## config.mk

```make
export PLATFORM = sky130hd
export DESIGN_NAME = fp_add_result_buf_flat
export DESIGN_NICKNAME = d
export VERILOG_FILES = /design/src/rtl/fp_add_result_buf_if.sv /design/src/rtl/fp_add_result_buf.sv /design/src/flat_wrapper.sv
export SDC_FILE = /design/constraint.sdc
export NUM_CORES = 1
export LEC_CHECK = 0
export ABC_AREA = 1
export CAP_MARGIN = 20
export CORE_AREA = 3 3 194 196
export CTS_BUF_LIST = sky130_fd_sc_hd__clkbuf_16
export DETAILED_ROUTE_END_ITERATION = 16
export DIE_AREA = 0 0 197 199
export SKIP_CTS_REPAIR_TIMING = 1
export SYNTH_ARGS = -nofsm -noshare
export SYNTH_HDL_FRONTEND = slang
export SYNTH_SLANG_ARGS = --single-unit
```

## constraint.sdc

```tcl
create_clock -name clk -period 3.25 [get_ports clk]
set_input_delay 0.4875 -clock clk [delete_from_list [all_inputs] [get_ports clk]]
set_output_delay 0.4875 -clock clk [all_outputs]
set_load 0.02 [all_outputs]
```

## src/rtl/fp_add_result_buf_if.sv

```systemverilog
`default_nettype none
// ============================================================================
// Module      : fp_add_result_buf_if
// Description : Issue/result/output bundle for fp_add_result_buf. out_flags
//               exists only when FP_RES_FLAGS_EN is defined.
// Revision    : 1.0 - initial release
// ============================================================================
interface fp_add_result_buf_if #(
    parameter int DW    = 32,
    parameter int CNT_W = 4
);
    logic             in_valid;
    logic             in_ready;
    logic [DW-1:0]    res;
    logic [DW-1:0]    out_data;
    logic             out_valid;
    logic             out_ready;
    logic [CNT_W-1:0] count;
    logic [CNT_W-1:0] inflight;
`ifdef FP_RES_FLAGS_EN
    logic [2:0]       out_flags;

    modport master (
        output in_valid, res, out_ready,
        input  in_ready, out_data, out_valid, count, inflight, out_flags
    );
    modport slave (
        input  in_valid, res, out_ready,
        output in_ready, out_data, out_valid, count, inflight, out_flags
    );
`else
    modport master (
        output in_valid, res, out_ready,
        input  in_ready, out_data, out_valid, count, inflight
    );
    modport slave (
        input  in_valid, res, out_ready,
        output in_ready, out_data, out_valid, count, inflight
    );
`endif
endinterface
`default_nettype wire

```

## src/rtl/fp_add_result_buf.sv

```systemverilog
`default_nettype none
// ============================================================================
// Module      : fp_add_result_buf
// Description : Result-capture FIFO behind a non-stallable pipelined FP adder,
//               with credit-based issue throttling. Define FP_RES_FLAGS_EN to
//               store and present {nan, inf, zero} flags per result.
// Revision    : 1.0 - initial release
// ============================================================================
module fp_add_result_buf #(
    parameter int E_WIDTH = 8,
    parameter int M_WIDTH = 23,
    parameter int LATENCY = 4,
    parameter int DEPTH   = 8,
    parameter int CNT_W   = 4
) (
    input  wire logic           clk,
    input  wire logic           rst,
    fp_add_result_buf_if.slave  bus
);
    localparam int DW = E_WIDTH + M_WIDTH + 1;
    localparam int PW = $clog2(DEPTH);
`ifdef FP_RES_FLAGS_EN
    localparam int SW = DW + 3;
`else
    localparam int SW = DW;
`endif

    logic               in_ready_w;
    logic               issue_w;
    logic               wr_en_w;
    logic               pop_w;
    logic [CNT_W:0]     credit_used_w;
    logic [CNT_W-1:0]   count_after_pop_w;
    logic [SW-1:0]      wr_word_w;

    logic [LATENCY-1:0] vpipe_q, vpipe_d;
    logic [CNT_W-1:0]   inflight_q, inflight_d;
    logic [CNT_W-1:0]   count_q, count_d;
    logic [PW-1:0]      wr_ptr_q, wr_ptr_d;
    logic [PW-1:0]      rd_ptr_q, rd_ptr_d;
    logic [SW-1:0]      head_q, head_d;
    logic               out_valid_q, out_valid_d;
    logic [SW-1:0]      mem_q [DEPTH];

    // Credits cover both buffered and in-flight results, so a write can
    // never land on a full FIFO.
    assign credit_used_w = {1'b0, count_q} + {1'b0, inflight_q};
    assign in_ready_w    = !rst && (credit_used_w < (CNT_W+1)'(DEPTH));
    assign issue_w       = bus.in_valid && in_ready_w;
    assign wr_en_w       = vpipe_q[LATENCY-1];
    assign pop_w         = out_valid_q && bus.out_ready;

`ifdef FP_RES_FLAGS_EN
    logic [E_WIDTH-1:0] res_exp_w;
    logic [M_WIDTH-1:0] res_mnt_w;
    logic               exp_ones_w;
    logic               flag_nan_w;
    logic               flag_inf_w;
    logic               flag_zero_w;

    assign res_exp_w   = bus.res[DW-2:M_WIDTH];
    assign res_mnt_w   = bus.res[M_WIDTH-1:0];
    assign exp_ones_w  = &res_exp_w;
    assign flag_zero_w = (res_exp_w == '0) && (res_mnt_w == '0);
    assign flag_inf_w  = exp_ones_w && (res_mnt_w == '0);
    assign flag_nan_w  = exp_ones_w && (res_mnt_w != '0);
    assign wr_word_w   = {flag_nan_w, flag_inf_w, flag_zero_w, bus.res};
`else
    assign wr_word_w   = bus.res;
`endif

    always_comb begin
        vpipe_d    = '0;
        vpipe_d[0] = issue_w;
        for (int k = 1; k < LATENCY; k++) begin
            vpipe_d[k] = vpipe_q[k-1];
        end

        inflight_d        = inflight_q + CNT_W'(issue_w) - CNT_W'(wr_en_w);
        count_d           = count_q + CNT_W'(wr_en_w) - CNT_W'(pop_w);
        count_after_pop_w = count_q - CNT_W'(pop_w);
        wr_ptr_d          = wr_ptr_q + PW'(wr_en_w);
        rd_ptr_d          = rd_ptr_q + PW'(pop_w);
        out_valid_d       = (count_d != '0);

        // The head register mirrors mem[rd_ptr]; when the FIFO would be empty
        // the incoming result goes straight to the head, one cycle late.
        head_d = head_q;
        if (wr_en_w && (count_after_pop_w == '0)) begin
            head_d = wr_word_w;
        end else if (pop_w && (count_after_pop_w != '0)) begin
            head_d = mem_q[rd_ptr_d];
        end
    end

    always_ff @(posedge clk) begin
        if (rst) begin
            vpipe_q     <= '0;
            inflight_q  <= '0;
            count_q     <= '0;
            wr_ptr_q    <= '0;
            rd_ptr_q    <= '0;
            head_q      <= '0;
            out_valid_q <= 1'b0;
        end else begin
            vpipe_q     <= vpipe_d;
            inflight_q  <= inflight_d;
            count_q     <= count_d;
            wr_ptr_q    <= wr_ptr_d;
            rd_ptr_q    <= rd_ptr_d;
            head_q      <= head_d;
            out_valid_q <= out_valid_d;
        end
    end

    always_ff @(posedge clk) begin
        if (!rst && wr_en_w) begin
            mem_q[wr_ptr_q] <= wr_word_w;
        end
    end

    assign bus.in_ready  = in_ready_w;
    assign bus.out_valid = out_valid_q;
    assign bus.out_data  = head_q[DW-1:0];
    assign bus.count     = count_q;
    assign bus.inflight  = inflight_q;
`ifdef FP_RES_FLAGS_EN
    assign bus.out_flags = head_q[SW-1:DW];
`endif

endmodule
`default_nettype wire
```

## src/flat_wrapper.sv

```systemverilog
// flat-port wrapper written by rule: the top's interface ports become plain ports
module fp_add_result_buf_flat 
#(
    parameter int E_WIDTH = 8,
    parameter int M_WIDTH = 23,
    parameter int LATENCY = 4,
    parameter int DEPTH   = 8,
    parameter int CNT_W   = 4
)
  (clk, rst, bus_in_valid, bus_res, bus_out_ready, bus_in_ready, bus_out_data, bus_out_valid, bus_count, bus_inflight);
  fp_add_result_buf_if #(.CNT_W(CNT_W)) bus_i ();
  input  wire logic clk;
  input  wire logic rst;
  input wire logic [$bits(bus_i.in_valid)-1:0] bus_in_valid;
  input wire logic [$bits(bus_i.res)-1:0] bus_res;
  input wire logic [$bits(bus_i.out_ready)-1:0] bus_out_ready;
  output wire logic [$bits(bus_i.in_ready)-1:0] bus_in_ready;
  output wire logic [$bits(bus_i.out_data)-1:0] bus_out_data;
  output wire logic [$bits(bus_i.out_valid)-1:0] bus_out_valid;
  output wire logic [$bits(bus_i.count)-1:0] bus_count;
  output wire logic [$bits(bus_i.inflight)-1:0] bus_inflight;
  assign bus_i.in_valid = bus_in_valid;
  assign bus_i.res = bus_res;
  assign bus_i.out_ready = bus_out_ready;
  assign bus_in_ready = bus_i.in_ready;
  assign bus_out_data = bus_i.out_data;
  assign bus_out_valid = bus_i.out_valid;
  assign bus_count = bus_i.count;
  assign bus_inflight = bus_i.inflight;
  fp_add_result_buf #(.E_WIDTH(E_WIDTH), .M_WIDTH(M_WIDTH), .LATENCY(LATENCY), .DEPTH(DEPTH), .CNT_W(CNT_W)) u_core (.clk(clk), .rst(rst), .bus(bus_i));
endmodule
```

==> results_dict.tcl, run 1 <==
set metrics [dict create \
    share_comb_of_total_power_pct 30.0 \
    cts_tree "built" \
    post_synth_num_cell_types 33 \
    synthArstFlopShare_pct 0 \
    insertion_delay_ns 0.51 \
    ys_seq_area_share_pct 68.9 \
    grt_max_degree 86 \
    via_count 8454 \
    synth.ff_latch_count 307 \
    critPathTopFamily "buffers and inverters" \
    finalMaxSlewViolations 0 \
    route.top_layer_used "met4" \
    drt_iter0_markers 613 \
    grtUsageTotal_pct 15.8 \
    cts_max_level 2 \
    layout.core_utilization_pct 42.1 \
    criticalPathCategory "flip-flop to primary output" \
    worst_setup_path_start_kind "flip-flop" \
    synth_edf_count 256 \
    core.rowCount 70 \
    vias_in_the_first_global_route 8438 \
    timing.max_cap.violations 0 \
    holdCritStartpoint "u_core.vpipe_q[0]" \
    fin_crit_ns 2.81 \
    fp.dieW_um 197 \
    area_of_the_core_sq_um 36300 \
    worst_r2r_setup_slack_ns 0.74 \
    critPathMaxStageDelay_ns 0.64 \
    yosys_warnings 0 \
    critical-path-slowest-cell "sky130_fd_sc_hd__clkdlybuf4s50_1" \
    totalNegativeSetupSlack_ns 0 \
    hp-class "flip-flop to flip-flop" \
    cts_sinks 307 \
    grt_remaining_overflow 0 \
    clock_power_share_pct 31.5 \
    mappedNetlistNets 1193 \
    gp_congestion 0.793 \
    diodes 0 \
    p_sw_mw 3.92 \
    multi_input_combinational_cell_area_sq_um 3380 \
    cts-root-to-sink-buffers 3 \
    nNetsFinal 1276 \
    synth_to_final_area_change_pct 21.0 \
    status "finished, final reports clean" \
    final-seq-area_sq_um 8710 \
    power.static_leakage_nw 5.55 \
    route.detailed.drc 0 \
    critPathCaptureType "primary output" \
    initial_utilization_pct 34.8 \
    internal_power_summed_over_all_cells_mw 8.04 \
    rsz0062_at_grt "false" \
    tritoncts_buffers 35 \
    worst-slew-pin-transition_ns 0.532 \
    syn_inst 1138 \
    met3WireLength_um 1370 \
    reg_to_reg_startpoint "u_core.bus.out_valid" \
    timing.slew.headroom_pct 64.5 \
    cp_cell_sequence "ha_1 > nor3_1 > nand2_1 > a21oi_1 > clkdlybuf4s50_1" \
    fillers 3387 \
    die_area_sq_um 39200 \
    crit_path_start "u_core.bus.count[3]" \
    port_buffers 77 \
    synth.top_cell.area_share_pct 60.9 \
    worst-endpoint-arrival_ns 2.33 \
    skew_ns 0.0149 \
    hpwlAfterDp_um 17400 \
    io_pins 78 \
    wirelength_um 30900 \
    clock.fmax_mhz 355 \
    cp_data_required_time_ns 2.76 \
    power.density_nw_per_um2 783 \
    period_share_pct 86.6 \
    net_switching_share_of_the_total_power_pct 32.8 \
    worst_setup_hold_path_clk_slew_ns 0.05 \
    layout_commonest_cell "sky130_fd_sc_hd__nor2_1" \
    routed_via_density 4.93 \
    syn_area_sq_um 12600 \
    drt_first_pass_iters 5 \
    timing.final.setup_violations 0 \
    detail-route-antenna-nets 0 \
    max-vdd-ir-drop_uv 598 \
    layout.cells.most_common_list "268 x sky130_fd_sc_hd__nor2_1, 256 x sky130_fd_sc_hd__edfxtp_1, 167 x sky130_fd_sc_hd__nand3_1" \
    synth_area_leader_cell "sky130_fd_sc_hd__edfxtp_1" \
    wire_per_inst_um 18.0 \
    cts.root.buffer_cell "sky130_fd_sc_hd__clkbuf_16" \
    fp.dieH_um 199 \
    path_buf_inv 1 \
    detail_route.wirelength.met1_um 13800 \
    grt_antenna_before_repair 0 \
    synth.top_cells.by_area "sky130_fd_sc_hd__edfxtp_1 61%, sky130_fd_sc_hd__nor2_1 8.2%, sky130_fd_sc_hd__dfxtp_1 8.1%" \
    share_seq_of_total_power_pct 38.5 \
    wl_met2_um 15000 \
    hold_viol 0 \
    drive_gt1_share_pct 8.49 \
    ys.flop_type "sky130_fd_sc_hd__edfxtp_1" \
    critPathMaxFanout 6 \
    grt_first_pass_wirelength_um 48000 \
    syn-mean-instance-area_sq_um 11.1 \
]
-- through the flow --
step	cell area [sq um]	instances	power [mW]	setup slack (ns)	hold WS [ns]
6_report	15300	1716	12.0	0.436	0.408
5_1_grt	15300	1716	12.7	0.328	0.425
4_1_cts	15300	1716	12.1	0.372	0.411
3_5_place_dp	14200	1652	8.28	0.181	0.395
3_3_place_gp	14200	1652	8.24	0.225	0.396
2_1_floorplan	12600	1138	7.13	0.562	0.388
-- per-layer routing --
| metal | global-route usage, % | vias up |
|---|---|---|
| met5 | 0 | - |
| met4 | 5.23 | 0 |
| met3 | 2.57 | 66 |
| met2 | 27.1 | 201 |
| met1 | 20.5 | 4108 |
| li1 | - | 4079 |
-- logic make-up after synthesis --
| group | after synthesis | synth area share [%] |
|---|---|---|
| flip-flops | 307 | 68.9 |
| AO/OA/AOI/OAI | 132 | 5.35 |
| XOR/XNOR | 8 | 0.674 |
| AND/OR/NAND/NOR | 543 | 18.2 |
| buffers and inverters | 129 | 4.88 |
| adder cells (fa/ha/maj) | 19 | 2.00 |
-- synth_stat cells (all sizes together) (5+ instances only) --
cell    instances
edfxtp        256
inv            62
dfxtp          51
a21oi           5
clkbuf         17
o21ai         126
xor2            6
nor2          278
buf            48
ha             17
nand2          91
nand3         169
-- worst paths after layout --
check / cells past startpoint / end
setup / recovery: 5 / bus_in_ready
hold reg to reg: 2 / u_core.vpipe_q[1]
setup reg to reg: 14 / u_core.bus.out_data[20]
hold / removal: 2 / u_core.vpipe_q[1]
-- power groups by stage --
stage                     registers [mW]  clock network, mW  logic, mW
after floorplan                     4.84                  0       2.29
after detailed placement            4.69                  0       3.60
final                               4.60               3.76       3.59
after global routing                4.63               4.02       4.02
after global placement              4.69                  0       3.55
after CTS                           4.61               3.84       3.62
-- sequential cells by signal (all words and copies together) (netlist names) --
signal and cells:
u_core.wr_ptr_q 3, u_core.bus.inflight 4, u_core.bus.out_valid 1, u_core.mem_q 256, u_core.rd_ptr_q 3, u_core.bus.count 4
u_core.vpipe_q 4, u_core.bus.out_data 32
-- layout make-up --
type	count	share of cell area (%)
well taps	468	3.83
repair buffers	111	8.19
inverters	64	1.58
clock inverters	28	1.39
flip-flops and latches	307	57.0
multi-input cells	702	22.1
clock buffers	36	5.89
-- worst register-to-register path, cell delays in order (launching register included) --
cell                      delay, ns
sky130_fd_sc_hd__dfxtp_1       0.35
sky130_fd_sc_hd__nand2_1       0.09
sky130_fd_sc_hd__inv_1         0.18
sky130_fd_sc_hd__ha_1          0.28
sky130_fd_sc_hd__inv_1         0.11
sky130_fd_sc_hd__ha_1          0.33
sky130_fd_sc_hd__inv_1         0.04
sky130_fd_sc_hd__nand2_1       0.10
sky130_fd_sc_hd__nor2_4        0.04
sky130_fd_sc_hd__nand3_4       0.06
sky130_fd_sc_hd__buf_4         0.45
sky130_fd_sc_hd__nand3_1       0.19
sky130_fd_sc_hd__nand3_1       0.13
sky130_fd_sc_hd__nand2_1       0.05
sky130_fd_sc_hd__inv_1         0.08
(Power assumes the default switching activity.)
==> run 2: changes to the inputs <==
clock period = 3.3 ns   (was 3.25 ns; I/O delays follow)
==> run 2 against run 1 <==
Sequential share of layout area increased by 0.82 points. Clock power down 9.8%. Power is 4.5% lower. Critical path type unchanged. Critical endpoint unchanged. Flip-flop and latch count unchanged. Clock skew grew 0.0044 ns.
==> results_dict.tcl, run 2 (same netlist as run 1, synthesis figures left out) <==
set metrics [dict create \
    critPathMaxStageDelay_ns 0.64 \
    via_count 8407 \
    wirelength_um 30500 \
    timing.slew.headroom_pct 58.5 \
    power.density_nw_per_um2 758 \
    cts-root-to-sink-buffers 3 \
    area_of_the_core_sq_um 36300 \
    largest_reg_flops 256 \
    synth_to_final_area_change_pct 19.3 \
    fin_crit_ns 2.84 \
    grtUsageTotal_pct 15.4 \
    gp_congestion 0.741 \
    cp_data_required_time_ns 2.80 \
    drt_first_pass_iters 5 \
    critPathCaptureType "primary output" \
    period_share_pct 86.1 \
    grt_remaining_overflow 0 \
    power.static_leakage_nw 5.45 \
    timing.max_cap.violations 0 \
    clock.fmax_mhz 352 \
    criticalPathCategory "flip-flop to primary output" \
    io_pins 78 \
    critPathMaxFanout 6 \
    hp-class "flip-flop to flip-flop" \
    hpwlAfterDp_um 17300 \
    cts_max_level 1 \
    fp.dieH_um 199 \
    layout_commonest_cell "sky130_fd_sc_hd__nor2_1" \
    cts_sinks 307 \
    top_register "u_core.mem_q" \
    placement.cell_area_sq_um 14100 \
    max-vdd-ir-drop_uv 612 \
    detail-route-antenna-nets 0 \
    die_area_sq_um 39200 \
    hold_viol 0 \
    skew_ns 0.0193 \
    totalNegativeSetupSlack_ns 0 \
    layout.cells.most_common_list "268 x sky130_fd_sc_hd__nor2_1, 256 x sky130_fd_sc_hd__edfxtp_1, 167 x sky130_fd_sc_hd__nand3_1" \
    core.rowCount 70 \
    worst-endpoint-arrival_ns 2.34 \
    grt_max_degree 71 \
    wire_per_inst_um 17.8 \
    status "finished, final reports clean" \
    port_buffers 77 \
    route.detailed.drc 0 \
    insertion_delay_ns 0.56 \
    grt_first_pass_wirelength_um 47300 \
    cts.root.buffer_cell "sky130_fd_sc_hd__clkbuf_16" \
    fp.dieW_um 197 \
    nNetsFinal 1272 \
    grt_antenna_before_repair 0 \
    timing.final.setup_violations 0 \
    worst_setup_hold_path_clk_slew_ns 0.06 \
    worst_setup_path_start_kind "flip-flop" \
    fin_area_sq_um 15100 \
    rsz0062_at_grt "false" \
    diodes 0 \
    cp_cell_sequence "ha_1 > nor3_1 > nand2_1 > a21oi_1 > clkdlybuf4s50_1" \
    worst-slew-pin-transition_ns 0.622 \
    tritoncts_buffers 31 \
    critical-path-slowest-cell "sky130_fd_sc_hd__clkdlybuf4s50_1" \
    critPathTopFamily "buffers and inverters" \
    cts_tree "built" \
    initial_utilization_pct 34.8 \
    path_buf_inv 1 \
    routed_via_density 4.92 \
    vias_in_the_first_global_route 8241 \
    drive_gt1_share_pct 8.13 \
    fillers 3454 \
    totalPowerFinal_mw 11.4 \
    finalMaxSlewViolations 0 \
    drt_iter0_markers 719 \
]
## run 2: cell types whose count changed in the layout (fill, tap and decap cells not counted)
cell,before,now
sky130_fd_sc_hd__clkinvlp_4,0,1
sky130_fd_sc_hd__clkinv_8,1,0
sky130_fd_sc_hd__clkinv_2,6,5
sky130_fd_sc_hd__inv_1,68,64
sky130_fd_sc_hd__buf_12,18,11
sky130_fd_sc_hd__inv_6,1,2
sky130_fd_sc_hd__clkbuf_16,36,31
sky130_fd_sc_hd__clkinv_1,8,11
sky130_fd_sc_hd__buf_4,16,23
sky130_fd_sc_hd__inv_2,4,3
sky130_fd_sc_hd__clkinv_4,1,2
## run 2: final timing paths
check | slack (ns) | cells past startpoint | start | endpoint
max | 0.46 | 5 | u_core.bus.count[3] | bus_in_ready
min | 0.40 | 2 | u_core.vpipe_q[2] | u_core.vpipe_q[3]
max reg2reg | 0.76 | 14 | u_core.bus.out_valid | u_core.bus.out_data[11]
min reg2reg | 0.40 | 2 | u_core.vpipe_q[2] | u_core.vpipe_q[3]
## run 2: power breakdown
part	switching [mW]	internal, mW
Clock	1.45	1.94
Sequential	0.144	4.38
Combinational	2.18	1.32
Total	3.78	7.64
## run 2: per-layer routing
layer  track usage [%]  vias up  wire length (um)
met4              4.54        0               783
met1              20.4     4039             13000
met3              2.25       45              1700
met2              26.6      252             15000
li1                  -     4071                 -
met5                 0        -                 0
## run 2: tightest hold or removal path, stage by stage (launching register included)
cell and delay (ns):
sky130_fd_sc_hd__dfxtp_1 0.30, sky130_fd_sc_hd__inv_1 0.05, sky130_fd_sc_hd__nor2_1 0.03
## run 2: stage by stage
| stage | hold slack, ns | util [%] | cells | setup WS, ns |
|---|---|---|---|---|
| finish | 0.404 | 41.5 | 1710 | 0.460 |
| floorplan | 0.388 | - | 1138 | 0.604 |
| detailed placement | 0.395 | 38.8 | 1652 | 0.122 |
| global placement | 0.395 | 38.8 | 1652 | 0.237 |
| CTS | 0.410 | 41.5 | 1710 | 0.410 |
| global route | 0.432 | 41.5 | 1710 | 0.324 |
## run 2: layout make-up
cell class | instances | area (sq um) | area share, %
multi-input cells | 702 | 3380 | 22.4
repair buffers | 111 | 1160 | 7.72
clock inverters | 27 | 209 | 1.39
clock buffers | 31 | 776 | 5.15
flip-flops and latches | 307 | 8710 | 57.8
inverters | 64 | 241 | 1.60
well taps | 468 | 586 | 3.89
